### src/rtl/seq_detect_param.sv
// Parameterised serial pattern detector with overlap/non-overlap modes,
// a saturating match counter and a history fill level.
module seq_detect_param #(
  parameter int                 PAT_LEN = 4,
  parameter logic [PAT_LEN-1:0] PATTERN = 4'b1011,
  parameter int                 CNT_W   = 8,
  localparam int                FILL_W  = $clog2(PAT_LEN + 1)
) (
  input  logic              clk,
  input  logic              rst,
  input  logic              x,
  input  logic              en,
  input  logic              overlap,
  input  logic              clear,
  output logic              match,
  output logic [CNT_W-1:0]  count,
  output logic              sat,
  output logic [FILL_W-1:0] fill
);

  localparam logic [FILL_W-1:0] FILL_FULL = FILL_W'(PAT_LEN);
  localparam logic [CNT_W-1:0]  CNT_MAX   = '1;

  logic [PAT_LEN-1:0] hist_q, hist_d, hist_n;
  logic [FILL_W-1:0]  fill_q, fill_d, fill_n;
  logic [CNT_W-1:0]   count_q, count_d;
  logic               match_q, match_d;
  logic               hit;

  always_comb begin
    hist_n  = {hist_q[PAT_LEN-2:0], x};
    fill_n  = (fill_q == FILL_FULL) ? fill_q : fill_q + FILL_W'(1);
    // Hits need a full window of fresh bits, so reset zeros never match.
    hit     = en && !clear && (fill_n == FILL_FULL) && (hist_n == PATTERN);
    hist_d  = hist_q;
    fill_d  = fill_q;
    count_d = count_q;
    match_d = 1'b0;
    if (clear) begin
      hist_d  = '0;
      fill_d  = '0;
      count_d = '0;
    end else if (en) begin
      hist_d  = hist_n;
      fill_d  = (hit && !overlap) ? '0 : fill_n;
      match_d = hit;
      if (hit && (count_q != CNT_MAX)) begin
        count_d = count_q + CNT_W'(1);
      end
    end
  end

  always_ff @(posedge clk or posedge rst) begin
    if (rst) begin
      hist_q  <= '0;
      fill_q  <= '0;
      count_q <= '0;
      match_q <= 1'b0;
    end else begin
      hist_q  <= hist_d;
      fill_q  <= fill_d;
      count_q <= count_d;
      match_q <= match_d;
    end
  end

  assign match = match_q;
  assign count = count_q;
  assign fill  = fill_q;
  assign sat   = (count_q == CNT_MAX);

endmodule

### config.mk
export PLATFORM = sky130hd
export DESIGN_NAME = seq_detect_param
export DESIGN_NICKNAME = d
export VERILOG_FILES = /design/src/rtl/seq_detect_param.sv
export SDC_FILE = /design/constraint.sdc
export NUM_CORES = 1
export LEC_CHECK = 0
export BUFFER_PORTS_ARGS = -buffer_cell sky130_fd_sc_hd__buf_2
export CAP_MARGIN = 20
export CELL_PAD_IN_SITES_DETAIL_PLACEMENT = 1
export CELL_PAD_IN_SITES_GLOBAL_PLACEMENT = 1
export CORE_MARGIN = 5
export CORE_UTILIZATION = 43
export DETAILED_ROUTE_END_ITERATION = 8
export MAX_ROUTING_LAYER = met4
export PLACE_DENSITY_LB_ADDON = 0.1
export SLEW_MARGIN = 20
export SYNTH_ARGS = -nofsm -noshare
export SYNTH_HDL_FRONTEND = slang
export SYNTH_SLANG_ARGS = --single-unit
### constraint.sdc
create_clock -name clk -period 3.9 [get_ports clk]
set_clock_uncertainty 0.15 [all_clocks]
set_input_delay 0.195 -clock clk [delete_from_list [all_inputs] [get_ports clk]]
set_output_delay 0.195 -clock clk [all_outputs]
set_load 0.02 [all_outputs]
==> results.yml, run 1 <==
run_status:
  run_status: "complete, no violations"
routing:
  remaining_drc_errors: 0
  vias: 720
  vias_per_cell: 5.45
  dr_iter_0_viols: 3
  totalWireLength_um: 1920
  drt_first_pass_iters: 2
  route.detailed.wl_per_inst_um: 14.6
  postRouteAntennaNets: 0
hold_path:
  hp-class: "in2reg"
cts:
  postCtsSetupBuffers: 0
  clock-sinks: 15
  cts_max_path_buffers: 2
  tritoncts_buffers: 3
  clock_insertion_delay_at_the_later_pin_of_the_skew_report_ps: 270
  cts_tree: "done"
  postCtsHoldBufs: 1
  postCtsResizedCells: 0
  htreeDepth: 1
  clock_tree.root_cell: "sky130_fd_sc_hd__clkbuf_4"
  cts.reportedPaths.clkPinSlew_ps: 90
layout:
  num_antenna_cells: 0
  area_of_the_multi_input_gates_sq_um: 438
  nNetsFinal: 115
  seqCellArea_sq_um: 375
  area_delta_synth_final_pct: 13.8
  mostFrequentLayoutCells: "18 x sky130_fd_sc_hd__buf_2, 15 x sky130_fd_sc_hd__dfrtp_1, 8 x sky130_fd_sc_hd__nor2_1, 8 x sky130_fd_sc_hd__a21oi_1, 6 x sky130_fd_sc_hd__nand3_1"
  nFillCells: 238
  finish.utilization_pct: 51.1
  drive_above_1_share_pct: 30.5
  layout.cells.most_common: "sky130_fd_sc_hd__buf_2"
setup_path:
  crit_required_ps: 3950
  critPathArrivalTime_ps: 2500
  setup.worst_path.class: "reg2reg"
  startpoint_type: "register"
  worstPathMaxFanout: 12
  critPathCaptureType: "register"
floorplan:
  die_x_um: 55.0
  io-pin-count: 19
  rows: 16
  die-area_sq_um: 3030
  die_height_um: 55.0
  core_sq_um: 1940
  initial_utilization_pct: 44.9
sta:
  setup_tns_ps: 0
  final_min_period_over_clock_period_pct: 62.8
  setup_violations: 0
  fin_crit_ps: 2450
  grt_setup_unrepaired: "false"
  max_slew_margin_pct: 61.7
  finalHoldViolCount: 0
  worst_pin_slew_ps: 574
  clock.fmax_mhz: 409
  final_max_tran_viols: 0
yosys:
  fraction_of_registers_with_async_set_or_reset_after_synthesis_pct: 100
  yosys_warnings: 0
  synthDistinctLibCells: 34
  synthesis.area_per_instance_sq_um: 10.1
  mappedNetlistNets: 95
  area_of_the_mapped_netlist_sq_um: 872
  synth_enable_flop_cells: 0
  ys_seq_elements: 15
  synth_cells: 86
  yosysSeqAreaShare_pct: 43.0
  commonest_register_cell_after_synthesis: "sky130_fd_sc_hd__dfrtp_1"
pwr:
  worst_vdd_drop_mv: 0.142
  total_leakage_power_uw: 0.000510
  totalPowerFinal_uw: 283
  power_per_cell_area_nw_per_um2: 285
grt:
  first_global_vias: 771
  antenna_found_initial: 0
  grt_max_degree: 17
  grt_first_pass_wirelength_um: 3460
  grt-ovfl-total: 0
  globalRouteTotalUtil_pct: 16.5
place:
  place_congestion: 0.784
  port-buffer-count: 18
  detailed_place_hpwl_um: 1430
job:
  max_cap_viol_count: 0
critical path, cell delays in order, from the launching register on:
cell,delay (ps)
sky130_fd_sc_hd__dfrtp_1,430
sky130_fd_sc_hd__inv_1,90
sky130_fd_sc_hd__ha_1,320
sky130_fd_sc_hd__a21oi_1,140
sky130_fd_sc_hd__a32oi_1,90
sky130_fd_sc_hd__nand3b_1,410
sky130_fd_sc_hd__or4_1,580
sky130_fd_sc_hd__a21oi_1,160
layout make-up:
cell class              instances  share of cell area (%)
multi-input cells              62                    44.1
flip-flops and latches         15                    37.8
well taps                      27                    3.40
inverters                       5                    1.89
clock buffers                   4                    2.65
repair buffers                 19                    10.1
report_power, final:
group / switching (uW) / leakage (uW) / total (uW) / internal, uW
clock network: 46.3 / 0.0000150 / 85.9 / 39.5
logic: 20.7 / 0.000288 / 33.9 / 13.2
registers: 4.30 / 0.000207 / 163 / 159
cell usage after synthesis (2+ instances only):
library cell / number / area [sq um]
sky130_fd_sc_hd__ha_1: 3 / 37.5
sky130_fd_sc_hd__inv_1: 4 / 15.0
sky130_fd_sc_hd__or4_1: 3 / 22.5
sky130_fd_sc_hd__a21oi_1: 8 / 40.0
sky130_fd_sc_hd__nand3_1: 6 / 30.0
sky130_fd_sc_hd__o31ai_1: 4 / 30.0
sky130_fd_sc_hd__dfrtp_1: 15 / 375
sky130_fd_sc_hd__and2b_2: 2 / 17.5
sky130_fd_sc_hd__mux2i_1: 4 / 40.0
sky130_fd_sc_hd__o21ai_0: 2 / 10.0
sky130_fd_sc_hd__buf_6: 2 / 22.5
sky130_fd_sc_hd__nand2_1: 4 / 15.0
sky130_fd_sc_hd__nor2_1: 8 / 30.0
path summary, 6_finish.rpt:
| path | startpoint | endpoint | slack, ps | cells after the start |
|---|---|---|---|---|
| worst min-delay path | x | hist_q[0] | 70 | 3 |
| worst max-delay path | fill[0] | count[4] | 1450 | 7 |
| max in group asynchronous | rst | count[0] | 2860 | 3 |
| worst min register to register | hist_q[2] | hist_q[2] | 380 | 2 |
| worst max register to register | fill[0] | count[4] | 1450 | 7 |
| min in group asynchronous | rst | count[2] | 370 | 3 |
flip-flops by register name, summed over array words and instances (netlist names):
signal and cells:
count 8, fill 3, hist_q 3, match 1
cell families (layout without fill, tap and decap cells):
| group | after synthesis | count (layout) | share of synthesized area, % |
|---|---|---|---|
| multiplexers | 5 | 5 | 5.88 |
| AND/OR/NAND/NOR | 36 | 36 | 27.1 |
| flip-flops | 15 | 15 | 43.0 |
| adder cells (fa/ha/maj) | 3 | 3 | 4.30 |
| XOR/XNOR | 1 | 1 | 1.00 |
| buffers and inverters | 9 | 28 | 6.74 |
| AO/OA/AOI/OAI | 17 | 17 | 11.9 |
metal layers:
layer  vias to the layer above  GRT usage [%]  share of wire (%)
met3                         2           2.41                3.4
met1                       354           19.8                 47
met5                         -              -                  0
met2                        14           28.0                 48
met4                         0           6.07               0.78
li1                        350              -                  -
through the flow:
step | cell area (sq um) | std cells | hold slack (ps) | setup slack [ps]
5_1_grt | 992 | 132 | 85.9 | 1260
2_1_floorplan | 872 | 86 | -53.5 | 1670
3_3_place_gp | 956 | 127 | 135 | 1610
3_5_place_dp | 956 | 127 | 144 | 1470
4_1_cts | 992 | 132 | 65.0 | 1460
6_report | 992 | 132 | 69.7 | 1450
(Power assumes the default switching activity.)
==> run 2: changes to the inputs <==
CORE_UTILIZATION = 36   (was 43)
clock period = 2 ns   (was 3.9 ns; I/O delays follow)
==> run 2 against run 1 <==
  * The flow now finishes with violations (negative setup slack)
  * Routed wire length rose by 22%
  * Non-clock buffer count rose by 20
  * Cell area rose by 21%
  * Largest cell class unchanged
  * Largest power group unchanged
==> results.yml, run 2 (synthesis gave the netlist of run 1 again) <==
pwr:
  worst_vdd_drop_mv: 0.335
  power_per_cell_area_nw_per_um2: 490
  total_leakage_power_uw: 0.000613
  totalPowerFinal_uw: 590
floorplan:
  rows: 17
  initial_utilization_pct: 38.7
  core_sq_um: 2250
  die_height_um: 59.2
  die_x_um: 59.2
  io-pin-count: 19
  die-area_sq_um: 3510
layout:
  finish.utilization_pct: 53.4
  drive_above_1_share_pct: 51.2
  layout.cell_area.non_filler_sq_um: 1200
  area_delta_synth_final_pct: 38.2
  nNetsFinal: 135
  instances_no_fill: 153
  largest_register_ffs: 8
  nFillCells: 273
  mostFrequentLayoutCells: "18 x sky130_fd_sc_hd__buf_2, 18 x sky130_fd_sc_hd__buf_4, 13 x sky130_fd_sc_hd__dfrtp_1"
  num_antenna_cells: 0
job:
  max_cap_viol_count: 0
place:
  detailed_place_hpwl_um: 1670
  placed_area_sq_um: 1100
  port-buffer-count: 18
  place_congestion: 0.752
  dp.cells: 142
cts:
  tritoncts_buffers: 3
  cts_max_path_buffers: 2
  clock-sinks: 15
  cts.reportedPaths.clkPinSlew_ps: 90
  clock_insertion_delay_at_the_later_pin_of_the_skew_report_ps: 280
  clock_tree.root_cell: "sky130_fd_sc_hd__clkbuf_4"
  cts_tree: "done"
  htreeDepth: 1
grt:
  grt_max_degree: 16
  grt_first_pass_wirelength_um: 3940
  first_global_vias: 856
  globalRouteTotalUtil_pct: 15.2
  antenna_found_initial: 0
  grt-ovfl-total: 0
sta:
  post-route-worst-setup-slack_ps: -54.5
  final_max_tran_viols: 0
  clock.fmax_mhz: 487
  grt_setup_unrepaired: "true"
  final_min_period_over_clock_period_pct: 103
  worst_pin_slew_ps: 601
  max_slew_margin_pct: 59.9
  setup_violations: 4
  finalHoldViolCount: 0
  fin_crit_ps: 2050
  setup_tns_ps: -154
routing:
  wl_met1_um: 1000
  drt_first_pass_iters: 4
  postRouteAntennaNets: 0
  route.detailed.wl_per_inst_um: 15.4
  routed.top_layer: "met4"
  totalWireLength_um: 2350
  met3_wirelength_um: 76
  remaining_drc_errors: 0
  vias_per_cell: 5.20
  vias: 795
  dr_iter_0_viols: 13
  route.met2.wl_um: 1250
hold_path:
  whs_endpoint: "fill[2]"
  hp-class: "in2reg"
  timing.hold.worst.start: "overlap"
  hold_path_depth: 4
run_status:
  run_status: "finished, violations left"
  violations: "negative setup slack"
setup_path:
  critPathArrivalTime_ps: 2070
  worstReg2RegStart: "fill[0]"
  worstPathMaxFanout: 7
  rrSetupSlack_ps: -50
  timing.reg2reg.worst_path_depth: 9
  worst_r2r_endpoint: "count[7]"
  critPathCaptureType: "register"
  setup.worst_path.class: "reg2reg"
  setup.worst_path.start: "fill[0]"
  startpoint_type: "register"
  crit_required_ps: 2020
-- run 2: layer usage --
layer	global-route usage, %	vias up
met5	-	-
met4	2.91	0
met3	2.61	2
met2	26.8	13
met1	18.1	391
li1	-	389
-- run 2: cell type report --
class / instances / area, sq um / share of cell area, %
Multi-Input combinational cell: 62 / 489 / 40.6
Sequential cell: 15 / 378 / 31.4
Timing Repair Buffer: 39 / 256 / 21.3
Tap cell: 28 / 35.0 / 2.91
Clock buffer: 3 / 22.5 / 1.87
Inverter: 5 / 18.8 / 1.56
Clock inverter: 1 / 5.00 / 0.415
-- run 2: worst max path at each step --
stage,slack (ps),end,cells after the start
finish,-50,count[7],9
CTS,-90,count[7],9
global route,-130,count[3],8
detailed placement,-100,count[3],8
floorplan,-10,count[4],8
global placement,-60,count[5],8
-- run 2: stage by stage --
stage                     hold WS [ps]  worst slack (ps)
after floorplan                   -149             -10.7
after global placement            47.7             -63.6
after detailed placement          54.6             -98.1
after CTS                         58.4             -90.6
after global routing              79.3              -134
final                             51.5             -54.5
-- run 2: power breakdown --
group,switching [uW],internal (uW)
sequential,7.66,310
clock,97.8,74.1
combinational,50.1,50.3
-- run 2: repair_timing --
action,CTS,global route
endpoints found under the setup margin,5,8
endpoints found under the hold margin,16,0
setup buffers,5,0
hold buffers,2,0
gates resized for setup,6,1
pin swaps,6,2
-- run 2: worst max-delay path: stages, from the launching register on --
cell and delay, ps:
sky130_fd_sc_hd__dfrtp_2 440, sky130_fd_sc_hd__inv_2 80, sky130_fd_sc_hd__ha_4 200, sky130_fd_sc_hd__a21oi_2 100, sky130_fd_sc_hd__a32oi_1 90, sky130_fd_sc_hd__nand3b_1 200, sky130_fd_sc_hd__buf_6 140, sky130_fd_sc_hd__buf_4 130
sky130_fd_sc_hd__nor3_4 110, sky130_fd_sc_hd__mux2_4 310
==> run 3: changes to the inputs <==
==> constraint.sdc (replaced) <==
create_clock -name clk -period 2 [get_ports clk]
set_clock_uncertainty 0.15 [all_clocks]
set_input_delay 0.1 -clock clk [delete_from_list [all_inputs] [get_ports clk]]
set_output_delay 0.1 -clock clk [all_outputs]
set_load 0.01 [all_outputs]
==> run 3 against run 2 <==
  * The flow still finishes with violations (negative setup slack)
  * Setup slack worse by 28 ps
  * Power increased by 0.25%
  * Routed wire length fell by 7.6%
  * Critical path type unchanged
  * Largest power group unchanged
==> results.yml, run 3 (synthesis gave the netlist of run 1 again) <==
run_status:
  run_status: "finished, violations left"
  violations: "negative setup slack"
layout:
  largest_register_ffs: 8
  area_delta_synth_final_pct: 34.3
  layout.cells.most_common: "sky130_fd_sc_hd__buf_2"
  num_antenna_cells: 0
  drive_above_1_share_pct: 49.2
  mostFrequentLayoutCells: "18 x sky130_fd_sc_hd__buf_2, 15 x sky130_fd_sc_hd__buf_4, 13 x sky130_fd_sc_hd__dfrtp_1"
  nNetsFinal: 132
  instances_no_fill: 150
floorplan:
  die_height_um: 59.2
  core_sq_um: 2250
  initial_utilization_pct: 38.7
  io-pin-count: 19
  die_x_um: 59.2
  die-area_sq_um: 3510
  rows: 17
cts:
  clock_tree.root_cell: "sky130_fd_sc_hd__clkbuf_4"
  clock_insertion_delay_at_the_later_pin_of_the_skew_report_ps: 290
  cts.reportedPaths.clkPinSlew_ps: 100
  tritoncts_buffers: 3
  cts_max_path_buffers: 2
  clock-sinks: 15
  cts_tree: "done"
  htreeDepth: 1
hold_path:
  hold_path_depth: 4
  hp-class: "in2reg"
  whs_endpoint: "fill[2]"
  timing.hold.worst.start: "overlap"
routing:
  totalWireLength_um: 2170
  remaining_drc_errors: 0
  vias_per_cell: 5.16
  postRouteAntennaNets: 0
  dr_iter_0_viols: 14
  drt_first_pass_iters: 4
  route.detailed.wl_per_inst_um: 14.5
  vias: 774
grt:
  grt_max_degree: 16
  antenna_found_initial: 0
  grt_first_pass_wirelength_um: 3760
  grt-ovfl-total: 0
  globalRouteTotalUtil_pct: 14.7
  first_global_vias: 802
pwr:
  sw_frac_of_total_pct: 26.3
  worst_vdd_drop_mv: 0.374
  power_per_cell_area_nw_per_um2: 505
  internal_dissipation_uw: 436
  switchingPower_uw: 156
  pwr-share-clk_pct: 30.5
  total_leakage_power_uw: 0.000593
  power_frac_seq_pct: 53.6
  pwr-share-comb_pct: 15.9
setup_path:
  rrSetupSlack_ps: -80
  critPathCaptureType: "register"
  setup.worst_path.class: "reg2reg"
  critPathArrivalTime_ps: 2150
  worstReg2RegStart: "fill[0]"
  worstPathMaxFanout: 10
  worst_r2r_endpoint: "count[3]"
  timing.reg2reg.worst_path_depth: 8
  startpoint_type: "register"
  crit_required_ps: 2070
place:
  place_congestion: 0.759
  port-buffer-count: 18
  detailed_place_hpwl_um: 1610
  dp.cells: 142
sta:
  fin_crit_ps: 2080
  grt_setup_unrepaired: "true"
  post-route-worst-setup-slack_ps: -82.2
  final_min_period_over_clock_period_pct: 104
  max_slew_margin_pct: 60.5
  final_max_tran_viols: 0
  timing.hold.ws_ps: 22.1
  finalHoldViolCount: 0
  setup_violations: 5
  worst_pin_slew_ps: 591
  clock.fmax_mhz: 480
job:
  max_cap_viol_count: 0
run 3: timing repair:
item | in CTS | in global routing
setup buffers | 2 | 0
hold buffers | 2 | 0
endpoints found under the hold margin | 16 | 0
gates resized for setup | 2 | 6
setup endpoints to repair | 7 | 8
pin swaps | 3 | 1
run 3: worst max-delay path by stage:
stage,start,end,slack (ps),cells after the start
finish,fill[0],count[3],-80,8
global route,fill[0],count[3],-170,8
CTS,fill[0],count[3],-110,8
detailed placement,fill[0],count[3],-100,8
global placement,fill[0],count[3],-60,8
floorplan,fill[0],count[0],3,8
run 3: through the flow:
step / utilization (%) / TNS (ps) / power, uW / area [sq um] / worst slack, ps
after floorplan: - / 0 / 372 / 892 / 2.93
after global placement: 48.0 / -121 / 404 / 1080 / -60.7
after detailed placement: 48.0 / -300 / 408 / 1080 / -105
after CTS: 50.9 / -346 / 601 / 1150 / -108
after global routing: 51.9 / -939 / 629 / 1170 / -174
final: 51.9 / -239 / 592 / 1170 / -82.2
run 3: area by class of cell:
class	instances	area, sq um
clock buffer	4	26.3
timing repair buffer	36	234
fill	273	1080
multi-input combinational	62	477
sequential	15	378
tap	28	35.0
inverter	5	21.3
run 3: power groups by stage:
| stage | Combinational (uW) | Clock (uW) | Sequential [uW] |
|---|---|---|---|
| floorplan | 46.9 | 0 | 325 |
| global placement | 81.3 | 0 | 323 |
| detailed placement | 84.9 | 0 | 323 |
| CTS | 91.0 | 193 | 317 |
| global route | 105 | 206 | 319 |
| finish | 94.0 | 180 | 317 |
run 3: per-layer routing:
metal  routed length (um)  track usage, %
met5                    0               -
met3                   93            2.61
met4                   42            6.80
met1                 1060            19.7
met2                  974            21.2
run 3: critical path: stages (launching register included):
cell and delay (ps):
sky130_fd_sc_hd__dfrtp_2 430, sky130_fd_sc_hd__inv_2 80, sky130_fd_sc_hd__ha_4 150, sky130_fd_sc_hd__and2b_2 220, sky130_fd_sc_hd__a21oi_2 140, sky130_fd_sc_hd__nand3b_1 100
sky130_fd_sc_hd__buf_6 150, sky130_fd_sc_hd__or4_4 480, sky130_fd_sc_hd__a21oi_2 120
